===== src/rtl/dll_delay_ctrl.sv =====
`default_nettype none
// dll_delay_ctrl: SAR acquisition then filtered +/-1 tracking of a one-hot delay-line turn point.
// Rev 1.0 - initial release.
module dll_delay_ctrl #(
  parameter int N_CELLS  = 16,
  parameter int CODE_W   = $clog2(N_CELLS),
  parameter int SETTLE   = 4,
  parameter int FILT     = 4,
  parameter int LOCK_CNT = 8
) (
  input  logic               clk,
  input  logic               rst,
  input  logic               en,
  input  logic               pd_valid,
  input  logic               pd_up,
  input  logic               pd_dn,
  output logic [CODE_W-1:0]  code,
  output logic [N_CELLS-1:0] T,
  output logic [N_CELLS-1:0] Tb,
  output logic               locked,
  output logic               busy,
  output logic               at_min,
  output logic               at_max
);
  localparam int SET_W = $clog2(SETTLE + 1);
  localparam int ACC_W = $clog2(FILT + 1) + 1;
  localparam int LCK_W = $clog2(LOCK_CNT + 1);
  localparam int K_W   = (CODE_W > 1) ? $clog2(CODE_W) : 1;

  localparam logic [CODE_W-1:0]       CODE_MAX  = CODE_W'(N_CELLS - 1);
  localparam logic [SET_W-1:0]        SETTLE_LD = SET_W'(SETTLE);
  localparam logic [LCK_W-1:0]        LOCK_MAX  = LCK_W'(LOCK_CNT);
  localparam logic signed [ACC_W-1:0] ACC_ONE   = ACC_W'(1);
  localparam logic signed [ACC_W-1:0] ACC_POS   = ACC_W'(FILT);
  localparam logic signed [ACC_W-1:0] ACC_NEG   = -ACC_POS;

  typedef enum logic [1:0] {
    S_IDLE  = 2'd0,
    S_SAR   = 2'd1,
    S_TRACK = 2'd2
  } state_t;

  state_t                    state_q, state_d;
  logic [CODE_W-1:0]         code_q, code_d;
  logic [K_W-1:0]            k_q, k_d;
  logic [SET_W-1:0]          settle_q, settle_d;
  logic signed [ACC_W-1:0]   acc_q, acc_d;
  logic [LCK_W-1:0]          lock_q, lock_d;
  logic                      locked_q, locked_d;
  logic                      busy_q, busy_d;
  logic                      at_min_q, at_min_d;
  logic                      at_max_q, at_max_d;

  logic                      accept;
  logic                      up_only;
  logic                      dn_only;
  logic signed [ACC_W-1:0]   acc_nx;
  logic                      step_up;
  logic                      step_dn;

  always_comb begin
    state_d  = state_q;
    code_d   = code_q;
    k_d      = k_q;
    acc_d    = acc_q;
    lock_d   = lock_q;
    settle_d = (settle_q != '0) ? settle_q - SET_W'(1) : '0;
    accept   = pd_valid && (settle_q == '0);
    up_only  = pd_up && !pd_dn;
    dn_only  = pd_dn && !pd_up;
    acc_nx   = acc_q;
    step_up  = 1'b0;
    step_dn  = 1'b0;

    case (state_q)
      S_IDLE: begin
        if (en) begin
          state_d  = S_SAR;
          k_d      = K_W'(CODE_W - 1);
          code_d   = CODE_W'(1) << (CODE_W - 1);
          settle_d = SETTLE_LD;
        end
      end
      S_SAR: begin
        if (accept) begin
          // Only an unambiguous "too long" verdict clears the trial bit.
          if (dn_only) code_d[k_q] = 1'b0;
          if (k_q != '0) begin
            code_d[k_q - K_W'(1)] = 1'b1;
            k_d = k_q - K_W'(1);
          end else begin
            state_d = S_TRACK;
            acc_d   = '0;
            lock_d  = '0;
          end
          settle_d = SETTLE_LD;
        end
      end
      S_TRACK: begin
        if (accept) begin
          if (up_only)      acc_nx = acc_q + ACC_ONE;
          else if (dn_only) acc_nx = acc_q - ACC_ONE;
          step_up = (acc_nx == ACC_POS) && (code_q != CODE_MAX);
          step_dn = (acc_nx == ACC_NEG) && (code_q != '0);
          acc_d   = ((acc_nx == ACC_POS) || (acc_nx == ACC_NEG)) ? '0 : acc_nx;
          // A saturated step is not a change, so it still counts toward lock.
          if (step_up || step_dn) begin
            code_d   = step_up ? code_q + CODE_W'(1) : code_q - CODE_W'(1);
            lock_d   = '0;
            settle_d = SETTLE_LD;
          end else if (lock_q != LOCK_MAX) begin
            lock_d = lock_q + LCK_W'(1);
          end
        end
      end
      default: state_d = S_IDLE;
    endcase

    if (!en) begin
      state_d  = S_IDLE;
      code_d   = '0;
      k_d      = '0;
      acc_d    = '0;
      lock_d   = '0;
      settle_d = '0;
    end

    busy_d   = (state_d == S_SAR);
    locked_d = (state_d == S_TRACK) && (lock_d == LOCK_MAX);
    at_min_d = (state_d == S_TRACK) && (code_d == '0);
    at_max_d = (state_d == S_TRACK) && (code_d == CODE_MAX);
  end

  always_ff @(posedge clk) begin
    if (rst) begin
      state_q  <= S_IDLE;
      code_q   <= '0;
      k_q      <= '0;
      settle_q <= '0;
      acc_q    <= '0;
      lock_q   <= '0;
      locked_q <= 1'b0;
      busy_q   <= 1'b0;
      at_min_q <= 1'b0;
      at_max_q <= 1'b0;
    end else begin
      state_q  <= state_d;
      code_q   <= code_d;
      k_q      <= k_d;
      settle_q <= settle_d;
      acc_q    <= acc_d;
      lock_q   <= lock_d;
      locked_q <= locked_d;
      busy_q   <= busy_d;
      at_min_q <= at_min_d;
      at_max_q <= at_max_d;
    end
  end

  assign code   = code_q;
  assign T      = N_CELLS'(1) << code_q;
  assign Tb     = ~T;
  assign locked = locked_q;
  assign busy   = busy_q;
  assign at_min = at_min_q;
  assign at_max = at_max_q;

endmodule
`default_nettype wire


===== config.mk =====
export PLATFORM = sky130hd
export DESIGN_NAME = dll_delay_ctrl
export DESIGN_NICKNAME = d
export VERILOG_FILES = /design/src/rtl/dll_delay_ctrl.sv
export SDC_FILE = /design/constraint.sdc
export NUM_CORES = 1
export LEC_CHECK = 0
export ABC_AREA = 1
export CAP_MARGIN = 20
export CORE_ASPECT_RATIO = 1.1
export CORE_MARGIN = 2
export CORE_UTILIZATION = 25
export CTS_BUF_LIST = sky130_fd_sc_hd__clkbuf_8
export DETAILED_ROUTE_END_ITERATION = 8
export PLACE_DENSITY_LB_ADDON = 0.15
export SLEW_MARGIN = 0
export SYNTH_ARGS = -nofsm -noshare
export SYNTH_HDL_FRONTEND = slang
export SYNTH_SLANG_ARGS = --single-unit

===== constraint.sdc =====
create_clock -name clk -period 3 [get_ports clk]
set_input_delay 0.6 -clock clk [delete_from_list [all_inputs] [get_ports clk]]
set_output_delay 0.6 -clock clk [all_outputs]
set_load 0.05 [all_outputs]

==> implementation parameters <==
Parameter                              Value

Route
  Detailed-routing iteration count for the pre-antenna-repair pass    4
  DRC violation total after the first TritonRoute iteration    55
  Total via count after detailed routing    ~2000
  Post-DR vias/cell    approximately 4.6
  Total Wirelength    4.92 mm
  Per-cell routed wire length    approximately 11 µm
  DR DRC count    0
  Post-DRT Antenna Nets    0

Clock tree
  Clock insertion delay at the later pin of the skew report    0.27 ns
  Post-CTS Setup Repair Bufs    0
  CTS H-tree lvls    1
  Clock tree from TritonCTS    done
  Number of buffers created by CTS    3
  Count of cells resized by post-cts repair    0
  Clock slew at reported path FFs    roughly 0.080 ns
  Hold buffers post-CTS    0
  Maximum count of clock buffers along a single path    2
  Cell at the root of the clock tree    sky130_fd_sc_hd__clkbuf_8
  Clock tree sinks    23

STA
  Post-layout minimum cycle time    about 2.8 ns
  Tightest Pin Transition    0.510 ns
  Share of the clock period used by the worst path    about 93%
  Final hold vios    0
  FMAX    358 MHz
  Setup repair after global routing missed its margin    no
  Total of endpoints with negative setup slack in the final report    0
  Worst relative slew slack    65.9%
  Number of slew-limit violations in the final report    0
  Clock skew after layout    ~0.0058 ns

Floorplan
  Total Die Area    around 0.0083 mm²
  Initial Util    approximately a quarter
  Top-Level Pins    46
  Die width    between 80 and 90 µm
  Row count    33
  Floorplan die height    ~95 µm
  Core Area    approximately 0.0074 mm²

Cells and area
  Final Cell Area    around 0.0025 mm²
  Area growth, synth to finish    34.7%
  Net count reported at finish    between 300 and 400
  Proportion of layout cells with a drive suffix above 1    between 10% and 20%
  # fillers    between 800 and 900
  Number of antenna diodes    0

Power and ir drop
  Maximum vdd ir drop    approximately 0.16 mV
  Cell Pwr Density    between 200 and 300 mW/mm²
  Overall power of the completed layout    approximately 0.65 mW
  Leakage component of the power    1.10 nW

Worst setup path
  Ordered cell list for the critical path    inv_1, nand3_1, nor2_1, inv_1, clkdlybuf4s50_1
  Worst Path Max Fanout    9
  WS Path Type    reg -> out
  Worst endpoint data arrival time    ~2.2 ns
  CP Capture Type    output port
  Worst path required time    around 2.4 ns
  Launching element type of the critical path    flop
  Most used cell, CP    sky130_fd_sc_hd__inv_1
  Worst stage delay on the critical path    just under 0.8 ns
  Standard cell with the maximum stage delay on the critical path    sky130_fd_sc_hd__clkdlybuf4s50_1

Synth
  Dominant register cell in the synthesized netlist    sky130_fd_sc_hd__dfxtp_1
  Cell type contributing the most total cell area after synthesis    sky130_fd_sc_hd__dfxtp_1
  Post-synthesis cell count    298
  Post-synth net total    around 320
  Post-synthesis async set-or-reset flop share    0%
  Most common library cells after synthesis    sky130_fd_sc_hd__nand2_1, sky130_fd_sc_hd__inv_1, sky130_fd_sc_hd__nor2_1
  Most common cell in the netlist    sky130_fd_sc_hd__nand2_1
  Fraction of post-synthesis cell area in the top cell type by area    24.4%
  Unique cell type count in the Yosys netlist    36
  Top area cells in the synthesized netlist    sky130_fd_sc_hd__dfxtp_1, sky130_fd_sc_hd__nand2_1, sky130_fd_sc_hd__inv_1, sky130_fd_sc_hd__ha_1, sky130_fd_sc_hd__nor2_1
  Synthesized area    approximately 0.0019 mm²
  Sequential area share after synthesis    24.4%
  Post-synthesis average cell area    roughly 6.3 µm²
  Register bit count reported by yosys    23
  Number of enable flip-flop cells after synthesis    0
  Ys Warns    0

Global routing
  First-pass GRT wire length    8.12 mm
  Number of antenna violations at the first check in global routing    0
  Via count of the first global-routing pass    around 1800
  GR Overflow Total    0
  Total global-route track usage    between 10% and 20%
  Pin count of the biggest net entering global routing    13

Placement
  Cell area after placement    around 0.0025 mm²
  Post-detail-place hpwl    3.93 mm
  Buffers added on ports    45
  RD Place Congestion    a little under 0.8

Status
  Result of the run    complete, no violations

Job
  Max Cap Viol    0

Hold path
  Type of the tightest min-delay check    reg -> reg
## sequential cells by signal, indices dropped and copies added, names as in the netlist
name	cells
state_q	2
k_q	2
code	4
lock_q	4
at_max	1
at_min	1
locked	1
busy	1
acc_q	4
settle_q	3
## worst paths after layout
kind | slack (ns) | to | cells after the start | from
setup / recovery | 0.21 | Tb[9] | 5 | code[2]$_SDFF_PP0_
hold reg to reg | 0.47 | settle_q[0]$_SDFF_PP0_ | 1 | settle_q[0]$_SDFF_PP0_
hold / removal | 0.47 | settle_q[0]$_SDFF_PP0_ | 1 | settle_q[0]$_SDFF_PP0_
setup reg to reg | 0.33 | at_min$_SDFF_PP0_ | 22 | acc_q[0]$_SDFFE_PP0P_
## final cells by class
cell class,instances,area [µm²],share of cell area (%)
Multi-Input combinational cell,212,1210,47.6
Timing Repair Buffer,52,503,19.8
Sequential cell,23,460,18.1
Inverter,57,214,8.42
Tap cell,87,109,4.28
Clock buffer,3,41.3,1.62
Clock inverter,1,3.75,0.148
## cells by family after synthesis
kind of cell | after synthesis | synth area share [%]
xor+xnor | 3 | 1.39
flops | 23 | 24.4
buf+inv | 63 | 13.0
fa+ha+maj | 15 | 10.3
compound gates | 39 | 12.6
simple gates | 155 | 38.3
## cell usage in the layout (no fill, tap or decap), types with 2 or more instances in the layout
cell type,count
sky130_fd_sc_hd__nand2_1,58
sky130_fd_sc_hd__inv_1,53
sky130_fd_sc_hd__nor2_1,45
sky130_fd_sc_hd__clkdlybuf4s50_1,41
sky130_fd_sc_hd__nand3_1,26
sky130_fd_sc_hd__dfxtp_1,23
sky130_fd_sc_hd__a21oi_1,14
sky130_fd_sc_hd__ha_1,13
sky130_fd_sc_hd__buf_4,9
sky130_fd_sc_hd__nand2_2,7
sky130_fd_sc_hd__o21ai_0,7
sky130_fd_sc_hd__a31oi_1,4
sky130_fd_sc_hd__inv_2,3
sky130_fd_sc_hd__nor2_2,3
sky130_fd_sc_hd__nand2_4,3
sky130_fd_sc_hd__nor3_1,3
sky130_fd_sc_hd__xor2_1,3
sky130_fd_sc_hd__o21ai_1,3
sky130_fd_sc_hd__a211oi_1,3
sky130_fd_sc_hd__clkbuf_8,3
sky130_fd_sc_hd__clkinv_1,2
sky130_fd_sc_hd__nor3_2,2
sky130_fd_sc_hd__o211ai_1,2
sky130_fd_sc_hd__dlymetal6s2s_1,2
## through the flow
| step | setup WS (ns) | utilization, % | setup TNS, ns | cells | hold slack, ns |
|---|---|---|---|---|---|
| floorplan | -0.344 | - | -0.344 | 298 | 0.424 |
| global placement | -0.144 | 33.5 | -0.390 | 431 | 0.441 |
| detailed placement | -0.199 | 33.5 | -0.524 | 431 | 0.458 |
| CTS | 0.0598 | 34.1 | 0 | 435 | 0.469 |
| global route | 0.0721 | 34.4 | 0 | 435 | 0.503 |
| finish | 0.206 | 34.4 | 0 | 435 | 0.466 |
## where the power goes
part	leakage [nW]	total, mW	switching (mW)	internal [mW]
clock network	0.0269	0.192	0.101	0.0915
logic	0.888	0.144	0.0971	0.0472
registers	0.187	0.316	0.00476	0.311
total	1.10	0.652	0.203	0.450
## worst max-delay path: cells and delay by family (launching register included)
kind	cells	cell delay (ns)
flip-flops	1	0.57
AND/OR/NAND/NOR	2	0.25
buffers and inverters	3	1.11
## layer usage
| layer | global-route usage [%] | wire length [µm] |
|---|---|---|
| met5 | 0 | 0 |
| met4 | 3.52 | 70 |
| met2 | 21.6 | 2380 |
| met1 | 15.3 | 2320 |
| met3 | 0.866 | 145 |
Note: power is estimated with default switching activity, not from simulation.
